<file path="src/rtl/mem_arbiter_if.sv">
// Bus bundle between the instruction fetcher / load-store buffer (master side)
// and the byte-wide RAM port arbiter (slave side), including the RAM pins.
interface mem_arbiter_if #(
  parameter int ADDR_W = 32
);
  // Fetcher side
  logic              if_req;
  logic [ADDR_W-1:0] if_addr;
  logic              if_done;
  logic [31:0]       if_data;

  // Load/store buffer side
  logic              lsb_req;
  logic              lsb_wr;
  logic [1:0]        lsb_size;
  logic [ADDR_W-1:0] lsb_addr;
  logic [31:0]       lsb_wdata;
  logic              lsb_done;
  logic [31:0]       lsb_rdata;

  // RAM pins
  logic [7:0]        mem_din;
  logic [7:0]        mem_dout;
  logic [ADDR_W-1:0] mem_a;
  logic              mem_wr;

  modport master (
    output if_req, if_addr,
    output lsb_req, lsb_wr, lsb_size, lsb_addr, lsb_wdata,
    output mem_din,
    input  if_done, if_data,
    input  lsb_done, lsb_rdata,
    input  mem_dout, mem_a, mem_wr
  );

  modport slave (
    input  if_req, if_addr,
    input  lsb_req, lsb_wr, lsb_size, lsb_addr, lsb_wdata,
    input  mem_din,
    output if_done, if_data,
    output lsb_done, lsb_rdata,
    output mem_dout, mem_a, mem_wr
  );
endinterface

</file>
<file path="src/rtl/mem_arbiter.sv">
// Shares the single byte-wide RAM port between the instruction fetcher and the
// load/store buffer. Each access is split into per-byte RAM cycles; read bytes
// are assembled little-endian. A clear squashes pending loads/fetches and any
// in-flight read, while stores always run to completion.
module mem_arbiter #(
  parameter int                ADDR_W    = 32,
  parameter logic [ADDR_W-1:0] IO_BASE   = ADDR_W'(32'h30000),
  parameter bit                LSB_FIRST = 1'b1
) (
  input  logic         clk,
  input  logic         rst,
  input  logic         rdy,
  input  logic         clear,
  input  logic         io_buffer_full,
  mem_arbiter_if.slave bus
);

  typedef enum logic [1:0] {IDLE, READ, WRITE} state_t;

  state_t            state, state_next;

  // Latched requests (one outstanding per requester)
  logic              if_pend, lsb_pend;
  logic [ADDR_W-1:0] if_addr_q, lsb_addr_q;
  logic              lsb_wr_q;
  logic [1:0]        lsb_size_q;
  logic [31:0]       lsb_wdata_q;

  // Transaction in flight
  logic              cur_lsb;
  logic [ADDR_W-1:0] cur_addr;
  logic [31:0]       cur_wdata;
  logic [2:0]        cur_n;
  logic [2:0]        cnt;
  logic [31:0]       asm_q;

  // Fairness: set when a simultaneous grant left someone waiting
  logic              owed, owed_lsb;

  // Registered outputs
  logic              if_done_q, lsb_done_q;
  logic [31:0]       if_data_q, lsb_rdata_q;

  // Combinational helpers
  logic              if_avail, lsb_avail, both, pick_lsb;
  logic              grant, grant_if, grant_lsb;
  logic              sel_wr;
  logic [1:0]        sel_size;
  logic [ADDR_W-1:0] sel_if_addr, sel_lsb_addr;
  logic [31:0]       sel_wdata;
  logic              wr_stall, rd_last, wr_last;
  logic [1:0]        cap_idx;
  logic [31:0]       rd_word;

  function automatic logic [2:0] size_bytes(input logic [1:0] size);
    case (size)
      2'd0:    return 3'd1;
      2'd1:    return 3'd2;
      default: return 3'd4;
    endcase
  endfunction

  // A clear drops a pending fetch and a pending load, but never a pending store;
  // a request arriving in the same cycle always survives.
  assign if_avail  = (if_pend & ~clear) | bus.if_req;
  assign lsb_avail = (lsb_pend & ~(clear & ~lsb_wr_q)) | bus.lsb_req;
  assign both      = if_avail & lsb_avail;
  assign pick_lsb  = both ? (owed ? owed_lsb : LSB_FIRST) : lsb_avail;
  assign grant     = (state == IDLE) & (if_avail | lsb_avail);
  assign grant_lsb = grant & pick_lsb;
  assign grant_if  = grant & ~pick_lsb;

  // A request can be granted in the very cycle it arrives, before it is latched.
  assign sel_wr       = bus.lsb_req ? bus.lsb_wr    : lsb_wr_q;
  assign sel_size     = bus.lsb_req ? bus.lsb_size  : lsb_size_q;
  assign sel_lsb_addr = bus.lsb_req ? bus.lsb_addr  : lsb_addr_q;
  assign sel_wdata    = bus.lsb_req ? bus.lsb_wdata : lsb_wdata_q;
  assign sel_if_addr  = bus.if_req  ? bus.if_addr   : if_addr_q;

  assign wr_stall = (cur_addr >= IO_BASE) & io_buffer_full;
  assign rd_last  = (cnt == cur_n);
  assign wr_last  = (cnt == cur_n - 3'd1);
  assign cap_idx  = cnt[1:0] - 2'd1;

  assign bus.if_done   = if_done_q;
  assign bus.if_data   = if_data_q;
  assign bus.lsb_done  = lsb_done_q;
  assign bus.lsb_rdata = lsb_rdata_q;

  // State register; frozen while rdy is low.
  // NOTE: sequential logic uses non-blocking (<=) so every flop samples pre-edge values.
  always_ff @(posedge clk) begin
    if (rst)      state <= IDLE;
    else if (rdy) state <= state_next;
  end

  // Next-state: grant from IDLE, leave READ on last capture or clear, leave WRITE after its last byte.
  // NOTE: every variable gets a default first so no path leaves it unassigned (no latch).
  always_comb begin
    state_next = state;
    case (state)
      IDLE:    if (grant) state_next = (grant_lsb & sel_wr) ? WRITE : READ;
      READ:    if (clear | rd_last) state_next = IDLE;
      WRITE:   if (!wr_stall & wr_last) state_next = IDLE;
      default: state_next = IDLE;
    endcase
  end

  // RAM pins. While frozen mid-read, the previous address is re-presented so that
  // mem_din still carries the byte still owed when rdy returns.
  always_comb begin
    bus.mem_a    = '0;
    bus.mem_dout = '0;
    bus.mem_wr   = 1'b0;
    case (state)
      READ: bus.mem_a = cur_addr + ADDR_W'(cnt) - ADDR_W'(~rdy & (cnt != 3'd0));
      WRITE: begin
        bus.mem_a    = cur_addr + ADDR_W'(cnt);
        bus.mem_dout = cur_wdata[{cnt[1:0], 3'b000} +: 8];
        bus.mem_wr   = rdy & ~wr_stall;
      end
      default: ;
    endcase
  end

  // Read word with the byte arriving this cycle merged into its lane.
  always_comb begin
    rd_word = asm_q;
    rd_word[{cap_idx, 3'b000} +: 8] = bus.mem_din;
  end

  // Request latching, transaction datapath and done/data registers.
  always_ff @(posedge clk) begin
    if (rst) begin
      if_pend     <= 1'b0;
      lsb_pend    <= 1'b0;
      if_addr_q   <= '0;
      lsb_addr_q  <= '0;
      lsb_wr_q    <= 1'b0;
      lsb_size_q  <= 2'd0;
      lsb_wdata_q <= '0;
      cur_lsb     <= 1'b0;
      cur_addr    <= '0;
      cur_wdata   <= '0;
      cur_n       <= 3'd0;
      cnt         <= 3'd0;
      asm_q       <= '0;
      owed        <= 1'b0;
      owed_lsb    <= 1'b0;
      if_done_q   <= 1'b0;
      lsb_done_q  <= 1'b0;
      if_data_q   <= '0;
      lsb_rdata_q <= '0;
    end else if (rdy) begin
      if_done_q  <= 1'b0;
      lsb_done_q <= 1'b0;
      if_pend    <= if_avail & ~grant_if;
      lsb_pend   <= lsb_avail & ~grant_lsb;
      if (bus.if_req) if_addr_q <= bus.if_addr;
      if (bus.lsb_req) begin
        lsb_wr_q    <= bus.lsb_wr;
        lsb_size_q  <= bus.lsb_size;
        lsb_addr_q  <= bus.lsb_addr;
        lsb_wdata_q <= bus.lsb_wdata;
      end

      case (state)
        IDLE: begin
          if (grant) begin
            cur_lsb   <= pick_lsb;
            cur_addr  <= pick_lsb ? sel_lsb_addr : sel_if_addr;
            cur_n     <= pick_lsb ? size_bytes(sel_size) : 3'd4;
            cur_wdata <= sel_wdata;
            cnt       <= 3'd0;
            asm_q     <= '0;
            owed      <= both;
            owed_lsb  <= ~pick_lsb;
          end
        end
        READ: begin
          if (!clear) begin
            if (cnt != 3'd0) asm_q <= rd_word;
            if (rd_last) begin
              if (cur_lsb) begin
                lsb_rdata_q <= rd_word;
                lsb_done_q  <= 1'b1;
              end else begin
                if_data_q <= rd_word;
                if_done_q <= 1'b1;
              end
            end else begin
              cnt <= cnt + 3'd1;
            end
          end
        end
        WRITE: begin
          if (!wr_stall) begin
            if (wr_last) lsb_done_q <= 1'b1;
            else         cnt <= cnt + 3'd1;
          end
        end
        default: ;
      endcase
    end
  end

endmodule

</file>
<file path="src/flat_wrapper.sv">
// flat-port wrapper written by rule: the top's interface ports become plain ports
module mem_arbiter_flat 
#(
  parameter int                ADDR_W    = 32,
  parameter logic [ADDR_W-1:0] IO_BASE   = ADDR_W'(32'h30000),
  parameter bit                LSB_FIRST = 1'b1
)
  (clk, rst, rdy, clear, io_buffer_full, bus_if_req, bus_if_addr, bus_lsb_req, bus_lsb_wr, bus_lsb_size, bus_lsb_addr, bus_lsb_wdata, bus_mem_din, bus_if_done, bus_if_data, bus_lsb_done, bus_lsb_rdata, bus_mem_dout, bus_mem_a, bus_mem_wr);
  mem_arbiter_if #(.ADDR_W(ADDR_W)) bus_i ();
  input  logic clk;
  input  logic rst;
  input  logic rdy;
  input  logic clear;
  input  logic io_buffer_full;
  input wire logic [$bits(bus_i.if_req)-1:0] bus_if_req;
  input wire logic [$bits(bus_i.if_addr)-1:0] bus_if_addr;
  input wire logic [$bits(bus_i.lsb_req)-1:0] bus_lsb_req;
  input wire logic [$bits(bus_i.lsb_wr)-1:0] bus_lsb_wr;
  input wire logic [$bits(bus_i.lsb_size)-1:0] bus_lsb_size;
  input wire logic [$bits(bus_i.lsb_addr)-1:0] bus_lsb_addr;
  input wire logic [$bits(bus_i.lsb_wdata)-1:0] bus_lsb_wdata;
  input wire logic [$bits(bus_i.mem_din)-1:0] bus_mem_din;
  output wire logic [$bits(bus_i.if_done)-1:0] bus_if_done;
  output wire logic [$bits(bus_i.if_data)-1:0] bus_if_data;
  output wire logic [$bits(bus_i.lsb_done)-1:0] bus_lsb_done;
  output wire logic [$bits(bus_i.lsb_rdata)-1:0] bus_lsb_rdata;
  output wire logic [$bits(bus_i.mem_dout)-1:0] bus_mem_dout;
  output wire logic [$bits(bus_i.mem_a)-1:0] bus_mem_a;
  output wire logic [$bits(bus_i.mem_wr)-1:0] bus_mem_wr;
  assign bus_i.if_req = bus_if_req;
  assign bus_i.if_addr = bus_if_addr;
  assign bus_i.lsb_req = bus_lsb_req;
  assign bus_i.lsb_wr = bus_lsb_wr;
  assign bus_i.lsb_size = bus_lsb_size;
  assign bus_i.lsb_addr = bus_lsb_addr;
  assign bus_i.lsb_wdata = bus_lsb_wdata;
  assign bus_i.mem_din = bus_mem_din;
  assign bus_if_done = bus_i.if_done;
  assign bus_if_data = bus_i.if_data;
  assign bus_lsb_done = bus_i.lsb_done;
  assign bus_lsb_rdata = bus_i.lsb_rdata;
  assign bus_mem_dout = bus_i.mem_dout;
  assign bus_mem_a = bus_i.mem_a;
  assign bus_mem_wr = bus_i.mem_wr;
  mem_arbiter #(.ADDR_W(ADDR_W), .IO_BASE(IO_BASE), .LSB_FIRST(LSB_FIRST)) u_core (.clk(clk), .rst(rst), .rdy(rdy), .clear(clear), .io_buffer_full(io_buffer_full), .bus(bus_i));
endmodule
</file>
<file path="config.mk">
export PLATFORM = sky130hd
export DESIGN_NAME = mem_arbiter_flat
export DESIGN_NICKNAME = d
export VERILOG_FILES = /design/src/rtl/mem_arbiter_if.sv /design/src/rtl/mem_arbiter.sv /design/src/flat_wrapper.sv
export SDC_FILE = /design/constraint.sdc
export NUM_CORES = 1
export LEC_CHECK = 0
export ABC_AREA = 1
export BUFFER_PORTS_ARGS = -buffer_cell sky130_fd_sc_hd__buf_2
export CAP_MARGIN = 15
export CORE_MARGIN = 4
export CORE_UTILIZATION = 43
export DETAILED_ROUTE_END_ITERATION = 10
export GPL_TIMING_DRIVEN = 0
export SYNTH_ARGS = -nofsm -noshare
export SYNTH_HDL_FRONTEND = slang
export SYNTH_SLANG_ARGS = --single-unit
</file>
<file path="constraint.sdc">
create_clock -name clk -period 9.5 [get_ports clk]
set_clock_uncertainty 0.15 [all_clocks]
set_input_delay 1.9 -clock clk [delete_from_list [all_inputs] [get_ports clk]]
set_output_delay 1.9 -clock clk [all_outputs]
set_load 0.02 [all_outputs]
</file>
==> results of run 1 <==
through the flow:
| stage | instances | hold slack, ns | setup slack, ns | area, sq um |
|---|---|---|---|---|
| after floorplan | 2264 | 0.279 | 3.37 | 15000 |
| after detailed placement | 2938 | 0.297 | 2.74 | 16700 |
| after global routing | 2991 | 0.321 | 2.33 | 17700 |
| after global placement | 2938 | 0.291 | 2.81 | 16700 |
| after CTS | 2991 | 0.306 | 2.68 | 17700 |
| final | 2991 | 0.307 | 2.64 | 17700 |
report_power, final:
part | total, mW | switching (mW) | internal [mW]
combinational | 0.764 | 0.535 | 0.229
clock | 1.17 | 0.470 | 0.703
sequential | 1.29 | 0.0497 | 1.24
metal layers:
metal  up-vias  share of wire, %
li1       7901                 -
met1      7252                48
met2       517                44
met3        69               5.8
met4         0               2.5
met5         -                 0
worst max-delay path, delay by kind of cell (launching register included):
kind | cells | cell delay (ns)
AND/OR/NAND/NOR | 10 | 1.23
flip-flops | 1 | 0.57
buffers and inverters | 5 | 1.25
adder cells (fa/ha/maj) | 3 | 0.74
AO/OA/AOI/OAI | 2 | 0.44
final cells by class:
type | count | share of cell area, %
Buffer | 139 | 3.07
Clock buffer | 51 | 5.38
Clock inverter | 2 | 0.283
Inverter | 307 | 6.52
Multi-Input combinational cell | 1544 | 44.3
Sequential cell | 274 | 31.0
Tap cell | 455 | 3.22
Timing Repair Buffer | 219 | 6.20
kinds of logic after synthesis:
group | synth area share, %
multiplexers | 2.40
XOR/XNOR | 0.467
adder cells (fa/ha/maj) | 1.47
buffers and inverters | 11.3
AND/OR/NAND/NOR | 25.9
AO/OA/AOI/OAI | 21.9
flip-flops | 36.5
Yosys cell counts, types with 2 or more instances:
cell type    n  area (sq um)
nor2_2      13          81.3
mux2_2      32           360
nand2_1    498          1870
nor2_8       2          40.0
nand4_1      9          56.3
nand3_1    139           696
xnor2_1      5          43.8
o21ai_1      6          30.0
nor3_1      10          50.1
nand3b_1     3          22.5
buf_1       12          45.0
a211oi_1    37           278
a21oi_1    269          1350
nor2_1     138           518
nand2_2     27           169
nand2_4      7          78.8
inv_1      290          1090
o21ai_0    223          1120
a221oi_1     2          17.5
o32ai_1      8          70.1
xor2_1       3          26.3
clkinv_1     6          22.5
inv_2       11          41.3
o21bai_1     3          22.5
clkbuf_1   115           432
a2bb2oi_1    2          17.5
buf_2       11          55.1
nand3_2      5          50.1
nand3_4      3          52.6
dfxtp_1    274          5490
a31oi_1     41           257
ha_1        16           200
o22ai_1     17           106
and2_1       2          12.5
nor2_4      15           169
worst paths after layout:
path	start	end	slack, ns
worst min-delay path	u_core.cur_wdata[9]$_SDFFE_PP0P_	u_core.cur_wdata[9]$_SDFFE_PP0P_	0.31
worst max-delay path	u_core.cnt[0]$_SDFFE_PP0P_	bus_mem_a[22]	2.64
worst max register to register	u_core.cnt[0]$_SDFFE_PP0P_	u_core.asm_q[29]$_SDFFE_PP0P_	5.98
worst min register to register	u_core.cur_wdata[9]$_SDFFE_PP0P_	u_core.cur_wdata[9]$_SDFFE_PP0P_	0.31
registers in the layout, summed over array words and instances (netlist names):
signal and cells:
u_core.cur_n 3, u_core.lsb_wr_q 1, u_core.state 2, u_core.owed_lsb 1, u_core.if_addr_q 32, u_core.asm_q 32, u_core.bus.if_data 32, u_core.lsb_wdata_q 32
u_core.cur_lsb 1, u_core.bus.lsb_rdata 32, u_core.cur_wdata 32, u_core.if_pend 1, u_core.cnt 3, u_core.lsb_pend 1, u_core.lsb_size_q 2, u_core.bus.if_done 1
u_core.owed 1, u_core.cur_addr 32, u_core.bus.lsb_done 1, u_core.lsb_addr_q 32
==> results by group, run 1 <==
Drt
  – Antenna Nets Post-Route: 0
  – Initial DRC count: 1145
  – Drt total wl: 51200 um
  – Drt wl/cell: 17.1 um
  – Post-route DRC: 0
  – DR pass1 iterations: 5
  – Via-per-instance ratio: 5.26
  – Via count: 15700

STA
  – Worst Max-Slew Pin Slew: approximately 0.86 ns
  – Tmin final: between 6 and 7 ns
  – Post-route clock period utilization: 72.2%
  – Fin. Hold Viols: 0
  – Pins Over Slew Limit: 0
  – Slew headroom: 42.3%
  – Max Fclk: 146 MHz
  – Unrepaired setup endpoints after global routing: no
  – Final setup vio count: 0
  – Final TNS setup: 0 ns

Synth
  – Post-synth top flop: dfxtp_1
  – Synth async-reset ratio: 0%
  – Syn nets: 2395
  – Register area share after synthesis: 36.5%
  – Avg Cell Area, Syn: 6.63 sq um
  – Yosys reg bits: 274
  – Mapped Area: 0.0150 sq mm
  – Syn. warnings: 0
  – Mapped Cells: between 2000 and 2500
  – Netlist cell types: 45
  – Post-synth EDFFs: 0

Final layout
  – Number of diodes: 0
  – Commonest non-fill, non-tap cell in the layout: nand2_1
  – Core Util, Final: roughly half
  – Layout area overhead: 17.8%
  – Multi-input logic area: 0.00784 sq mm
  – Commonest non-fill, non-tap cells in the layout: nand2_1, inv_1, dfxtp_1
  – Layout cells sized above 1: 15.4%
  – FILL cells: 3599
  – FF/Latch Area: 0.00549 sq mm
  – Layout net count: 2647

GRT
  – Gr ovfl total: 0
  – Routing usage on met1: 38.2%
  – Grt met2 use: 39.9%
  – Largest net degree at the start of global routing: 17
  – Vias in the first global route: 14600
  – Most used routing layer: met2
  – Total Routing Usage GR: around a quarter
  – First-pass GRT wire length: between 70000 and 80000 um
  – Initial antenna violation count: 0
  – GR Layer Usage met3: about 2.5%

Setup path
  – Startpoint Class: register
  – CP max FO: 11
  – Critical Path Max Stage Delay: 0.57 ns
  – Slowest CP cell: dfxtp_1
  – CP endpoint kind: output pin
  – Required time at the worst-slack endpoint: 7.45 ns
  – Most used cell, CP: ha_1
  – Crit Path Category: register to output pin
  – Cell breakdown of the critical path: clkinv_1 -> clkbuf_1 -> ha_1 -> clkbuf_1 -> a21oi_1 -> ha_1 -> ha_1 -> inv_1 -> nor2_1 -> nand3_2 -> nor2_4 -> nand2_2 -> nor2_8 -> nand2_2 -> nor2_4 -> nand2_1 -> o21ai_1 -> nand2_1 -> nor2_1 -> buf_2
  – Cells on worst reg2reg path: 8
  – Arr. time, crit path: about 4.8 ns

Floorplan
  – Die ar.: 0.0380 sq mm
  – Starting Density: 43.6%
  – Core area: about 0.034 sq mm
  – Die height: around 190 um
  – Cell row count: 68
  – Die Span X: slightly below 200 um
  – I/O pins: 221

Clock network
  – Hold-fix buffer count after cts: 0
  – CTS H-tree lvls: 1
  – CTS Root Cell: clkbuf_16
  – Worst-Skew Late Latency: 0.57 ns
  – Inserted Clock Buffers: 31
  – Setup bufs post-CTS: 0
  – Worst-path clk slew: approximately 0.06 ns
  – CTS max path bufs: 3
  – Gates resized, CTS repair: 0
  – Clock Sinks: 274
  – TritonCTS clock tree: built

Outcome
  – Status: completed

Place
  – RePlAce Congestion: just over 0.9
  – DPL Wire Length: 40100 um
  – PortBufs: 219

Power and ir drop
  – Leak: 7.80 nW
  – Max IR drop VDD: approximately 0.14 mV
  – Pwr Total: 3.22 mW
  – Cell Pwr Density: 182 mW/mm^2

Job
  – Max Cap Viol: 0

Min path
  – Worst min path class: register to register
  – Hold path depth: 2
No activity file was read; power rests on OpenSTA's default activity.
==> run 2, diff against run 1 <==
--- a/config.mk
+++ b/config.mk
@@ -12,6 +12,7 @@
 export CORE_UTILIZATION = 43
 export DETAILED_ROUTE_END_ITERATION = 10
 export GPL_TIMING_DRIVEN = 0
+export PLACE_DENSITY = 0.65
 export SYNTH_ARGS = -nofsm -noshare
 export SYNTH_HDL_FRONTEND = slang
 export SYNTH_SLANG_ARGS = --single-unit
==> constraint.sdc (replaced) <==
create_clock -name clk -period 5.6 [get_ports clk]
set_clock_uncertainty 0.15 [all_clocks]
set_input_delay 1.12 -clock clk [delete_from_list [all_inputs] [get_ports clk]]
set_output_delay 1.12 -clock clk [all_outputs]
set_load 0.02 [all_outputs]
==> run 2 against run 1 <==
Net effect:
- clock-buffer cell count is 8 lower
- utilization is 0.15 points higher
- sequential power is 69% higher
- setup slack worse by 2.4 ns
- hold slack worse by 0.0040 ns
- total power is 72% higher
- die area stayed put
- via count is 1.6% higher
- final cell count hardly changed
- critical path depth is 1 lower
- cell area is 0.30% higher
==> results by group, run 2 (same netlist as run 1, synthesis figures left out) <==
Setup path
  – Crit Path Category: register to output pin
  – CP Buf/Inv Count: 5
  – CP endpoint kind: output pin
  – Required time at the worst-slack endpoint: 4.33 ns
  – CP max FO: 12
  – Slowest CP cell: dfxtp_2
  – Startpoint Class: register
  – CP Depth: 19
  – Arr. time, crit path: between 4 and 5 ns
  – Cell class contributing the biggest share of worst-path delay: simple AND/OR/NAND/NOR gates
  – Critical Path Max Stage Delay: 0.45 ns
  – Cell breakdown of the critical path: buf_2 -> inv_4 -> ha_2 -> a21oi_1 -> ha_1 -> ha_1 -> inv_1 -> nor2_1 -> nand3_2 -> nor2_4 -> nand2_2 -> nor2_8 -> inv_2 -> nor2_4 -> nand2_1 -> o21ai_1 -> nand2_1 -> a21oi_1 -> buf_2
  – Cells on worst reg2reg path: 11

Final layout
  – Commonest non-fill, non-tap cell in the layout: nand2_1
  – Number of diodes: 0
  – Layout cells sized above 1: around 16%
  – Layout area overhead: 18.1%
  – Commonest non-fill, non-tap cells in the layout: nand2_1, inv_1, dfxtp_1
  – Layout net count: 2644

Floorplan
  – Cell row count: 68
  – Starting Density: between 40% and 50%
  – Die Span X: 195 um
  – I/O pins: 221
  – Core area: 0.0345 sq mm
  – Die ar.: 0.0380 sq mm
  – Die height: 195 um

Clock network
  – Hold-fix buffer count after cts: 0
  – Clock Sinks: roughly 270
  – CTS Root Cell: clkbuf_16
  – Worst-Skew Late Latency: a little under 0.6 ns
  – TritonCTS clock tree: built
  – CTS max path bufs: 3
  – CTS H-tree lvls: 1
  – Setup bufs post-CTS: 0
  – Inserted Clock Buffers: 30
  – Gates resized, CTS repair: 4
  – Worst-path clk slew: 0.06 ns

Drt
  – Post-route DRC: 0
  – Via-per-instance ratio: 5.35
  – Drt total wl: 51200 um
  – DR pass1 iterations: 6
  – Antenna Nets Post-Route: 0
  – Drt wl/cell: approximately 17 um
  – Via count: 16000
  – Initial DRC count: 1292

Outcome
  – Status: completed

Power and ir drop
  – Max IR drop VDD: 0.254 mV
  – Cell Pwr Density: 312 mW/mm^2
  – Leak: 7.82 nW
  – Pwr Total: 5.54 mW

GRT
  – Total Routing Usage GR: 25.6%
  – Initial antenna violation count: 0
  – Vias in the first global route: 14700
  – Gr ovfl total: 0
  – Largest net degree at the start of global routing: 21
  – First-pass GRT wire length: 79700 um

STA
  – Max Fclk: about 190 MHz
  – Slew headroom: 41.6%
  – Worst Max-Slew Pin Slew: 0.876 ns
  – Final setup vio count: 0
  – Post-route clock period utilization: 95.1%
  – Tmin final: 5.33 ns
  – Final TNS setup: 0 ns
  – Fin. Hold Viols: 0
  – Pins Over Slew Limit: 0
  – Unrepaired setup endpoints after global routing: no

Job
  – Max Cap Viol: 0

Place
  – DPL Wire Length: 40000 um
  – PortBufs: 219
  – RePlAce Congestion: 0.922

Min path
  – Hold path depth: 2
  – Worst min path class: register to register
==> run 2: cell count changes in the layout (fill, tap and decap cells not counted), moves of 2 or more <==
cell / change
clkinv_1: -2
clkbuf_8: -2
bufinv_16: +2
clkinv_2: +7
dfxtp_1: -2
dfxtp_2: +2
clkinvlp_4: +3
clkbuf_1: -7
==> run 2: area by class of cell <==
| cell class | instances | area [sq um] |
|---|---|---|
| flip-flops and latches | 274 | 5490 |
| fillers | 3556 | 16700 |
| repair buffers | 219 | 1100 |
| clock inverters | 13 | 173 |
| plain buffers | 137 | 536 |
| inverters | 307 | 1160 |
| multi-input cells | 1544 | 7840 |
| well taps | 455 | 569 |
| clock buffers | 43 | 880 |
==> run 2: power breakdown <==
part | switching, mW | internal, mW
registers | 0.0854 | 2.10
clock network | 0.841 | 1.23
logic | 0.897 | 0.389
==> run 2: final timing paths <==
path	slack, ns	end	start
worst max-delay path	0.27	bus_mem_a[16]	u_core.cnt[1]$_SDFFE_PP0P_
worst min-delay path	0.30	u_core.cur_wdata[12]$_SDFFE_PP0P_	u_core.cur_wdata[12]$_SDFFE_PP0P_
worst max register to register	2.13	u_core.bus.if_data[25]$_SDFFE_PP0P_	u_core.state[1]$_SDFFE_PP0P_
worst min register to register	0.30	u_core.cur_wdata[12]$_SDFFE_PP0P_	u_core.cur_wdata[12]$_SDFFE_PP0P_
==> run 2: through the flow <==
step                util (%)  hold WS, ns  area [sq um]  worst slack, ns  cells
floorplan                  -        0.279         15000             1.03   2264
global placement        48.4        0.293         16700            0.259   2938
detailed placement      48.4        0.295         16700            0.166   2938
CTS                     51.5        0.305         17700           0.0726   2992
global route            51.5        0.328         17700           0.0399   2992
finish                  51.5        0.303         17700            0.274   2992
==> run 2: worst reg2reg max path: cells and delay by family, from the launching register on <==
kind	cells	cell delay (ns)
compound gates	1	0.32
simple gates	5	1.39
fa+ha+maj	1	0.15
flops	1	0.32
buf+inv	4	1.04
==> run 2: layer usage <==
layer / vias up / GRT usage [%] / routed length [um] / part of all wire, %
met5: - / 0 / 0 / 0
met4: 0 / 7.78 / 1700 / 3.3
met3: 99 / 4.25 / 3940 / 7.7
met2: 600 / 39.6 / 22100 / 43
met1: 7387 / 36.8 / 23500 / 46
li1: 7911 / - / - / -
==> run 3, diff against run 2 <==
--- a/config.mk
+++ b/config.mk
@@ -9,10 +9,11 @@
 export BUFFER_PORTS_ARGS = -buffer_cell sky130_fd_sc_hd__buf_2
 export CAP_MARGIN = 15
 export CORE_MARGIN = 4
-export CORE_UTILIZATION = 43
+export CORE_UTILIZATION = 40
+export CTS_BUF_LIST = sky130_fd_sc_hd__clkbuf_8
 export DETAILED_ROUTE_END_ITERATION = 10
 export GPL_TIMING_DRIVEN = 0
-export PLACE_DENSITY = 0.65
+export PLACE_DENSITY = 0.62
 export SYNTH_ARGS = -nofsm -noshare
 export SYNTH_HDL_FRONTEND = slang
 export SYNTH_SLANG_ARGS = --single-unit
==> run 3 against run 2 <==
Net effect:
- via count is 0.18% higher
- global-route usage is 0.85 points lower
- clock-buffer cell count is 21 higher
- hold slack hardly changed
- sequential power hardly changed
- routed wire length is 2.5% higher
- fmax is 2.0% higher
- sequential share of layout area is 0.055 points higher
- utilization is 3.3 points lower
- first-iteration DRC count is 9.8% lower
- register-to-register slack better by 0.10 ns
- largest cell class unchanged
- largest power group unchanged
- highest routed layer unchanged
==> results by group, run 3 (same netlist as run 1, synthesis figures left out) <==
Setup path
  – CP Depth: 19
  – R2r setup slk: 2.23 ns
  – Critical Path End: bus_mem_a[16]
  – Arr. time, crit path: 3.95 ns
  – Slowest CP cell: dfxtp_2
  – Required time at the worst-slack endpoint: 4.33 ns
  – Crit Path Category: register to output pin
  – Startpoint Class: register
  – CP Buf/Inv Count: 5
  – Cell breakdown of the critical path: buf_4 -> clkinv_4 -> ha_2 -> a21oi_1 -> ha_1 -> ha_1 -> inv_1 -> nor2_2 -> nand3_2 -> nor2_4 -> nand2_2 -> nor2_8 -> inv_2 -> nor2_4 -> nand2_1 -> o21ai_1 -> nand2_1 -> a21oi_1 -> buf_2
  – Crit. Startpoint: u_core.cnt[1]$_SDFFE_PP0P_
  – Cell class contributing the biggest share of worst-path delay: simple AND/OR/NAND/NOR gates
  – R2r endpoint: u_core.bus.if_data[28]$_SDFFE_PP0P_
  – CP endpoint kind: output pin
  – R2R Path Start: u_core.state[1]$_SDFFE_PP0P_
  – Critical Path Max Stage Delay: approximately 0.45 ns
  – CP max FO: 12
  – Cells on worst reg2reg path: 11

Drt
  – Initial DRC count: 1165
  – Antenna Nets Post-Route: 0
  – Via count: 16000
  – DR pass1 iterations: 7
  – Post-route DRC: 0
  – Drt total wl: between 50000 and 60000 um
  – Drt wl/cell: 17.3 um
  – Via-per-instance ratio: about 5.3

STA
  – Pins Over Slew Limit: 0
  – Unrepaired setup endpoints after global routing: no
  – Final setup vio count: 0
  – Slew headroom: 35.7%
  – Worst Max-Slew Pin Slew: 0.964 ns
  – Post-route clock period utilization: 93.3%
  – Max Fclk: 191 MHz
  – Final WS setup: approximately 0.38 ns
  – Final TNS setup: 0 ns
  – Tmin final: 5.22 ns
  – Fin. Hold Viols: 0

GRT
  – Most used routing layer: met2
  – First-pass GRT wire length: 81700 um
  – GR Layer Usage met3: under 10%
  – Gr ovfl total: 0
  – Grt met2 use: roughly 39%
  – Total Routing Usage GR: 24.8%
  – Vias in the first global route: 15000
  – Routing usage on met1: 34.5%
  – Largest net degree at the start of global routing: 21
  – Initial antenna violation count: 1

Final layout
  – Commonest non-fill, non-tap cell in the layout: nand2_1
  – Layout net count: 2663
  – Commonest non-fill, non-tap cells in the layout: nand2_1, inv_1, dfxtp_1
  – Layout area overhead: 17.9%
  – Layout cells sized above 1: 16.6%
  – Core Util, Final: 48.1%

Clock network
  – Hold-fix buffer count after cts: 0
  – CTS H-tree lvls: 2
  – Inserted Clock Buffers: 49
  – Worst-path clk slew: ~0.06 ns
  – Worst-Skew Late Latency: 0.63 ns
  – CTS Root Cell: clkbuf_8
  – TritonCTS clock tree: built
  – Clock Sinks: 274
  – CTS max path bufs: 3

Floorplan
  – Die height: 202 um
  – Die ar.: 0.0407 sq mm
  – I/O pins: about 220
  – Die Span X: 202 um
  – Core area: 0.0368 sq mm
  – Cell row count: 70
  – Starting Density: 40.8%

Power and ir drop
  – Sequential share of power: 40.8%
  – Cell Pwr Density: 302 mW/mm^2
  – Max IR drop VDD: 0.145 mV
  – Sw power: 1.84 mW
  – Comb power frac: 24.2%
  – Sw Share: 34.4%
  – Clk pwr share: 35.0%
  – Internal: 3.51 mW
  – Leak: between 7 and 8 nW

Place
  – RePlAce Congestion: 0.934
  – DPL Wire Length: 41200 um
  – DP Worst Slack: 0.137 ns
  – PortBufs: 219

Job
  – Max Cap Viol: 0

Min path
  – Worst min path class: register to register

Outcome
  – Status: completed
-- run 3: worst min path at each step --
stage / start / to / slack, ns / cells after the start
floorplan: u_core.cur_wdata[8]$_SDFFE_PP0P_ / u_core.cur_wdata[8]$_SDFFE_PP0P_ / 0.28 / 2
detailed placement: u_core.cur_wdata[18]$_SDFFE_PP0P_ / u_core.cur_wdata[18]$_SDFFE_PP0P_ / 0.30 / 2
CTS: u_core.cur_wdata[18]$_SDFFE_PP0P_ / u_core.cur_wdata[18]$_SDFFE_PP0P_ / 0.31 / 2
finish: u_core.cur_wdata[12]$_SDFFE_PP0P_ / u_core.cur_wdata[12]$_SDFFE_PP0P_ / 0.30 / 2
global route: u_core.cur_wdata[18]$_SDFFE_PP0P_ / u_core.cur_wdata[18]$_SDFFE_PP0P_ / 0.33 / 2
global placement: u_core.cur_wdata[11]$_SDFFE_PP0P_ / u_core.cur_wdata[11]$_SDFFE_PP0P_ / 0.29 / 2
-- run 3: power groups by stage --
stage          Combinational, mW  Clock [mW]  Sequential [mW]
5_1_grt                     1.44        2.00             2.20
3_5_place_dp                1.27           0             2.22
6_report                    1.30        1.88             2.18
3_3_place_gp                1.25           0             2.22
2_1_floorplan              0.873           0             2.21
4_1_cts                     1.28        1.91             2.18
-- run 3: layout make-up --
cell class / instances / area (sq um)
diodes: 1 / 2.50
plain buffers: 137 / 538
clock buffers: 64 / 881
clock inverters: 22 / 113
fillers: 3894 / 19100
inverters: 307 / 1160
multi-input cells: 1544 / 7840
flip-flops and latches: 274 / 5490
well taps: 468 / 586
repair buffers: 219 / 1100
-- run 3: what timing repair did --
| item | in CTS | in global routing |
|---|---|---|
| setup buffers | 0 | 0 |
| gates resized for setup | 6 | 3 |
| pin swaps | 0 | 0 |
| setup endpoints to repair | 23 | 15 |
-- run 3: per-stage QoR --
stage | cells | hold slack, ns | total power [mW] | cell area [sq um]
floorplan | 2264 | 0.279 | 3.08 | 15000
global route | 3036 | 0.325 | 5.64 | 17700
global placement | 2951 | 0.291 | 3.47 | 16700
detailed placement | 2951 | 0.297 | 3.49 | 16700
finish | 3036 | 0.303 | 5.36 | 17700
CTS | 3036 | 0.306 | 5.37 | 17700
-- run 3: layer usage --
metal / up-vias / part of all wire, %
met5: - / 0
met4: 0 / 3.5
met3: 106 / 5.9
met2: 553 / 44
met1: 7412 / 47
li1: 7954 / -
-- run 3: worst reg2reg max path: cells and delay by family, from the launching register on --
kind                     cells  cell delay [ns]
adder cells (fa/ha/maj)      1             0.15
buffers and inverters        4             0.97
AND/OR/NAND/NOR              5             1.36
AO/OA/AOI/OAI                1             0.29
flip-flops                   1             0.33
